File: src/rtl/mux_8_1_rr_arbiter_v.sv
`default_nettype none
// ============================================================================
// Module   : mux_8_1_rr_arbiter_v
// Purpose  : Round-robin arbiter sharing one 8:1 single-bit mux among eight
//            requesters. Issues a registered one-hot grant and drives the mux
//            select code and enable. Each tenure lasts at most MAX_HOLD cycles
//            and is followed by exactly one dead (GAP) cycle.
// Ports    : i_clk      - clock, rising edge
//            i_rst      - asynchronous active-high reset
//            i_en       - arbiter enable (0 releases grant, blocks new ones)
//            i_req[7:0] - request vector, bit k = requester k
//            i_done     - current grantee finished, release at next edge
//            o_gnt[7:0] - one-hot grant (registered)
//            o_gnt_vld  - grant valid (|o_gnt)
//            o_sel_code - mux select, index of current/last grantee
//            o_mux_en   - mux enable (== o_gnt_vld)
//            o_hold_cnt - cycles elapsed in current grant
// Revision : 1.0 - initial release
// ============================================================================
module mux_8_1_rr_arbiter_v #(
  parameter int MAX_HOLD = 4
) (
  input  logic       i_clk,
  input  logic       i_rst,
  input  logic       i_en,
  input  logic [7:0] i_req,
  input  logic       i_done,
  output logic [7:0] o_gnt,
  output logic       o_gnt_vld,
  output logic [2:0] o_sel_code,
  output logic       o_mux_en,
  output logic [3:0] o_hold_cnt
);

  typedef enum logic [1:0] {
    IDLE  = 2'd0,
    GRANT = 2'd1,
    GAP   = 2'd2
  } state_t;

  localparam logic [3:0] c_HOLD_LAST = 4'(MAX_HOLD - 1);

  state_t     r_state, w_state_nxt;
  logic [2:0] r_ptr, w_ptr_nxt;
  logic [7:0] r_gnt, w_gnt_nxt;
  logic [2:0] r_sel, w_sel_nxt;
  logic [3:0] r_hold, w_hold_nxt;

  logic       w_found;
  logic [2:0] w_win;
  logic [2:0] w_idx;
  logic       w_release;
  logic       w_start;

  // Rotating priority search: ptr has highest priority, ptr-1 the lowest.
  always_comb begin
    w_found = 1'b0;
    w_win   = r_ptr;
    w_idx   = r_ptr;
    for (int i = 0; i < 8; i++) begin
      w_idx = r_ptr + 3'(i);
      if (!w_found && i_req[w_idx]) begin
        w_found = 1'b1;
        w_win   = w_idx;
      end
    end
  end

  assign w_start   = i_en & w_found;
  // Any combination of release causes collapses into a single release.
  assign w_release = i_done | ~i_req[r_sel] | ~i_en | (r_hold == c_HOLD_LAST);

  always_comb begin
    w_state_nxt = r_state;
    w_ptr_nxt   = r_ptr;
    w_gnt_nxt   = r_gnt;
    w_sel_nxt   = r_sel;
    w_hold_nxt  = r_hold;
    unique case (r_state)
      IDLE, GAP: begin
        if (w_start) begin
          w_state_nxt = GRANT;
          w_gnt_nxt   = 8'b1 << w_win;
          w_sel_nxt   = w_win;
          w_hold_nxt  = 4'd0;
        end else begin
          w_state_nxt = IDLE;
        end
      end
      GRANT: begin
        if (w_release) begin
          w_state_nxt = GAP;
          w_gnt_nxt   = 8'd0;
          w_hold_nxt  = 4'd0;
          w_ptr_nxt   = r_sel + 3'd1;   // released winner drops to lowest priority
        end else begin
          w_hold_nxt  = r_hold + 4'd1;
        end
      end
      default: begin
        w_state_nxt = IDLE;
        w_gnt_nxt   = 8'd0;
      end
    endcase
  end

  always_ff @(posedge i_clk or posedge i_rst) begin
    if (i_rst) begin
      r_state <= IDLE;
      r_ptr   <= 3'd0;
      r_gnt   <= 8'd0;
      r_sel   <= 3'd0;
      r_hold  <= 4'd0;
    end else begin
      r_state <= w_state_nxt;
      r_ptr   <= w_ptr_nxt;
      r_gnt   <= w_gnt_nxt;
      r_sel   <= w_sel_nxt;
      r_hold  <= w_hold_nxt;
    end
  end

  assign o_gnt      = r_gnt;
  assign o_gnt_vld  = |r_gnt;
  assign o_mux_en   = |r_gnt;
  assign o_sel_code = r_sel;
  assign o_hold_cnt = r_hold;

endmodule
`default_nettype wire
File: config.mk
export PLATFORM = sky130hd
export DESIGN_NAME = mux_8_1_rr_arbiter_v
export DESIGN_NICKNAME = d
export VERILOG_FILES = /design/src/rtl/mux_8_1_rr_arbiter_v.sv
export SDC_FILE = /design/constraint.sdc
export NUM_CORES = 1
export LEC_CHECK = 0
export CORE_MARGIN = 2
export CORE_UTILIZATION = 39
export DETAILED_ROUTE_END_ITERATION = 6
export GPL_TIMING_DRIVEN = 0
export SLEW_MARGIN = 10
export SYNTH_ARGS = -nofsm -noshare
export SYNTH_HDL_FRONTEND = slang
export SYNTH_SLANG_ARGS = --single-unit
export TNS_END_PERCENT = 5
File: constraint.sdc
create_clock -name i_clk -period 3.4 [get_ports i_clk]
set_input_delay 0.68 -clock i_clk [delete_from_list [all_inputs] [get_ports i_clk]]
set_output_delay 0.68 -clock i_clk [all_outputs]
set_load 0.01 [all_outputs]
==> After elaboration in Yosys (flattened, before gate mapping) <==
Cells that the tools add are included.
{ "classes": {"addsub": 9, "multipliers": 0, "n_div": 0, "n_lt_le_gt_ge": 9, "n_eq_ne": 5, "shift": 1, "muxes": 42, "n_bitwise": 6, "n_reduce_logical": 22} }
{ "op_table": {"columns": ["op", "n"], "rows": [
  ["3-bit by 4-bit < comparator with 1-bit output (second input constant)", 9],
  ["1-bit binary-select mux with 3-bit select", 9],
  ["3-bit 2-to-1 mux", 7],
  ["1-bit 2-to-1 mux", 18],
  ["8-bit 2-to-1 mux", 2],
  ["8-bit one-hot mux with 2 select lines", 1],
  ["3-bit adder (second input constant)", 4],
  ["4-bit 2-to-1 mux", 2],
  ["4-bit one-hot mux with 2 select lines", 1],
  ["2-bit AND reduction", 4],
  ["8-bit OR reduction", 1],
  ["1-bit by 3-bit left shift with 8-bit output (first input constant)", 1],
  ["1-bit logical AND", 7],
  ["1-bit zero test", 7],
  ["3-bit by 1-bit adder with 3-bit output (second input constant)", 2],
  ["3-bit by 2-bit adder with 3-bit output (second input constant)", 2],
  ["4-bit by 1-bit adder with 4-bit output (second input constant)", 1],
  ["4-bit by 2-bit == test with 1-bit output (second input constant)", 1],
  ["2-bit != test (second input constant)", 2],
  ["2-bit one-hot mux with 2 select lines", 1],
  ["1-bit bitwise OR", 3],
  ["2-bit by 1-bit == test with 1-bit output (second input constant)", 1],
  ["2-bit == test (second input constant)", 1],
  ["2-bit zero test", 1],
  ["5 further kinds", 6]
]} }
{ "word_totals": {"regBits": 20, "latch_bits": 0, "mem_bits_rw": 0, "mem_bits_ro": 0, "input_bits": 12, "mem_count": 0} }

==> Longest topological paths before layout <==
{ "logic_depth": {"ltp_word": 27, "depth_mapped": 13, "ltp_nobuf": 10} }

==> Worst setup path before layout <==
Ideal clock, no wire load.
{ "synth_path": {"kind": "flip-flop to flip-flop", "start": "register r_ptr[1]", "end": "register r_gnt[2], in the netlist o_gnt[2]", "setup_ps": 121, "arrival_ps": 3102, "required_ps": 3279, "path_slack_ps": 177, "stages_incl_launch_ff": 14, "path_buffers": 3, "period_less_slack_ps": 3223, "path_cell_list": "dfrtp_1 buf_2 inv_1 ha_1 buf_6 mux2i_1 mux4_2 a32oi_2 nand2b_1 buf_6 and3b_1 o31a_1 o21ba_2 a22o_1"} }
{ "synth_between": {"elab_chain_len": 27} }
{ "synth_rtl": {"columns": ["item", "line_no", "rtl"], "rows": [
  ["start: declaration", "44", "logic [2:0] r_ptr, w_ptr_nxt;"],
  ["start signal: assignment", "116", "r_ptr <= w_ptr_nxt;"],
  ["parallel branches: the longest is 27 deep, another holds 3-bit by 1-bit adder with 3-bit output", null, null],
  ["end signal: assignment", "117", "r_gnt <= w_gnt_nxt;"],
  ["end: declaration", "45", "logic [7:0] r_gnt, w_gnt_nxt;"]
]} }
Several ways; the timed one is not identified. The select of a mux whose other input is x is not followed.
A chain may end at the register's enable or synchronous reset.

==> Worst setup path after layout <==
{ "layout_path": {"start": "register r_ptr[1]", "end": "register r_gnt[6], in the netlist o_gnt[6]"} }
The elaborated chain is that of the path after synthesis.

==> out/results.tsv <==
metric	value	unit
max-cap viol count	0	
synthesized flop and latch total	20	
Hold-fix buffers, CTS	0	
critical path data required time	3.60	ns
DP Wirelength	3.79	mm
critical path class	flop to flop	
H-tree levels	1	
leakage	0.00116	uW
RSZ-0062 raised after global routing	true	
Top cell by count, worst path	buf_6	
met3 Use GR	3.20	%
clk slew on worst S/H paths	0.07	ns
top post-synthesis cells by area	dfrtp_1, mux4_2, mux2i_1	
Chip Width	76.4	um
min Tclk post-route	3.30	ns
synthesized net count	218	
1st-iter DRT viols	120	
period utilisation layout	97.0	%
initial core utilization	40.3	%
drt first pass iters	4	
Slew @ Worst Pin	0.741	ns
Final TNS setup	0	ns
initial antenna violation count	0	
ANT nets after route	0	
grt total ovfl	0	
Final Hold Vio Count	0	
DIE AREA	5840	um2
met2 Use GR	30.0	%
GRT Util Overall	18.7	%
sequential fraction of the synthesis area	24.5	%
busiest grt layer	met2	
most frequent cells in the layout	nand2_1, clkdlybuf4s50_1, dfrtp_1	
CTS buffer count	3	
clk_lat worst skew	0.26	ns
fraction of registers with async set/reset	100	%
Bufs and invs on worst path	4	
Vert. Die Dim	76.4	um
Area growth, synth to finish	32.0	%
DR WL/cell	16.4	um
FILL cells	485	
# clock sinks	20	
Arr. time, crit path	3.50	ns
CTS tree	built	
VDD IR-drop max	0.478	mV
root buffer cell	clkbuf_8	
I/O pins	29	
critical path endpoint category	flop	
Setup-failing EPs final	0	
drt drc	0	
Setup crit start kind	flop	
critical-path cell list	buf_6, clkinvlp_4, ha_4, buf_6, buf_12, mux4_2, mux2i_4, a32oi_2, nand2b_4, or3b_4, a32oi_4, nor3b_4, a22o_1	
grt met1 use	27.2	%
first-pass GRT wire length	8.92	mm
Avg Inst Size Synth	10.1	um2
Final Power	3070	uW
commonest non-fill, non-tap cell in the layout	nand2_1	
pwr dens	1140	nW/um2
status	completed	
diodes inserted	0	
crit-path max FO	7	
slowest stage delay, CP	0.51	ns
Max clock buf depth	2	
Max-slew headroom	50.5	%
Final GP Congestion	0.816	
vias in the first global route	1735	
DRT Wirelength	5.26	mm
Post-Syn Area	2040	um2
Final Slew Violations	0	
port bufs	28	
Post-synth top flop	dfrtp_1	
YS warnings	0	
Site Rows	26	
Mapped Cells	202	
largest net degree at the start of global routing	21	
nets	267	
vias per cell	5.68	
Clock Skew	0.00326	ns
layout cells sized above 1	28.8	%
Vias	1819	
slowest cell on the critical path	mux4_2	
top cell type's share of synthesized area	24.5	%
Post-synth EDFFs	0	
Synth area leader	dfrtp_1	
Netlist cell types	56	
reg-to-reg setup timing slack	0.10	ns
Max Fclk	303	MHz
hold crit path type	flop to flop	
CP top delay family	simple AND/OR/NAND/NOR gates	
Core Box Area	5070	um2
[cells by family (layout without fill, tap and decap cells)]
group	count (synthesis)	after routing	synth area share, %
buffers and inverters	21	69	6.18
AND/OR/NAND/NOR	65	65	16.3
adder cells (fa/ha/maj)	4	4	2.45
XOR/XNOR	4	4	1.71
flip-flops	20	20	24.5
AO/OA/AOI/OAI	52	52	20.1
multiplexers	36	36	28.8
[synth_stat cells (2+ instances only)]
cell       n
mux2i_1   13
nor2b_1    2
buf_2      4
o31a_1     2
o221ai_1   3
o21ai_0   12
mux4_2    15
dfrtp_1   20
nor2_1    13
a22o_1     4
inv_1      8
nand3b_1   2
a32oi_1    2
a21oi_1    5
nand2b_1   4
mux2_2     5
nor3b_1    2
o21ai_1    6
nor4_1     2
nand3_1    5
nand2_1   23
ha_1       4
clkbuf_1   2
buf_6      5
nor3_1     5
xnor2_1    3
o32a_1     2
[final cells by class]
class                           count  area, um2  area share (%)
Buffer                             11        103            3.80
Clock buffer                        4       55.1            2.04
Inverter                            9       42.5            1.58
Multi-Input combinational cell    161       1480            54.9
Sequential cell                    20        500            18.5
Tap cell                           70       87.6            3.25
Timing Repair Buffer               45        428            15.9
[power by group]
part | internal, uW | switching, uW | total, uW
Clock | 103 | 75.9 | 179
Combinational | 1280 | 1230 | 2510
Sequential | 314 | 72.5 | 386
[worst reg2reg max path, delay by kind of cell (launching register included)]
family	cells	cell delay [ns]
mux	2	0.71
compound gates	3	0.56
flops	1	0.36
simple gates	3	0.84
buf+inv	4	0.47
fa+ha+maj	1	0.29
[sequential cells by signal, indices dropped and copies added, names as in the netlist]
| signal | cells |
|---|---|
| o_hold_cnt | 4 |
| r_state | 2 |
| r_ptr | 3 |
| o_gnt | 8 |
| o_sel_code | 3 |
[routing by layer]
metal | part of all wire (%) | vias up
met4 | 0.57 | 0
met1 | 48 | 905
met2 | 48 | 33
met3 | 3.5 | 4
met5 | 0 | -
li1 | - | 877
[through the flow]
| stage | std cells | utilization, % | setup WS (ns) | cell area [um2] | hold WS [ns] |
|---|---|---|---|---|---|
| after floorplan | 202 | - | 0.177 | 2040 | 0.541 |
| after global placement | 300 | 47.5 | -0.299 | 2410 | 0.508 |
| after detailed placement | 300 | 47.5 | -0.316 | 2410 | 0.515 |
| after CTS | 310 | 50.3 | 0.00730 | 2550 | 0.531 |
| after global routing | 320 | 53.2 | -0.0322 | 2700 | 0.582 |
| final | 320 | 53.2 | 0.103 | 2700 | 0.523 |
[worst paths after layout]
check                          from             to  cells after the start
min reg2reg                o_gnt[7]       o_gnt[7]                      2
min                        o_gnt[7]       o_gnt[7]                      2
max reg2reg                r_ptr[1]       o_gnt[6]                     13
max                        r_ptr[1]       o_gnt[6]                     13
max in group asynchronous     i_rst       o_gnt[2]                      2
min in group asynchronous     i_rst  o_hold_cnt[3]                      2
[repair_timing]
action / in CTS / in global routing
resized for setup: 8 / 17
setup buffers: 6 / 11
endpoints found under the hold margin: 0 / 0
pin swaps: 1 / 4
endpoints found under the setup margin: 15 / 11
Power figures use the tool's default switching activity.
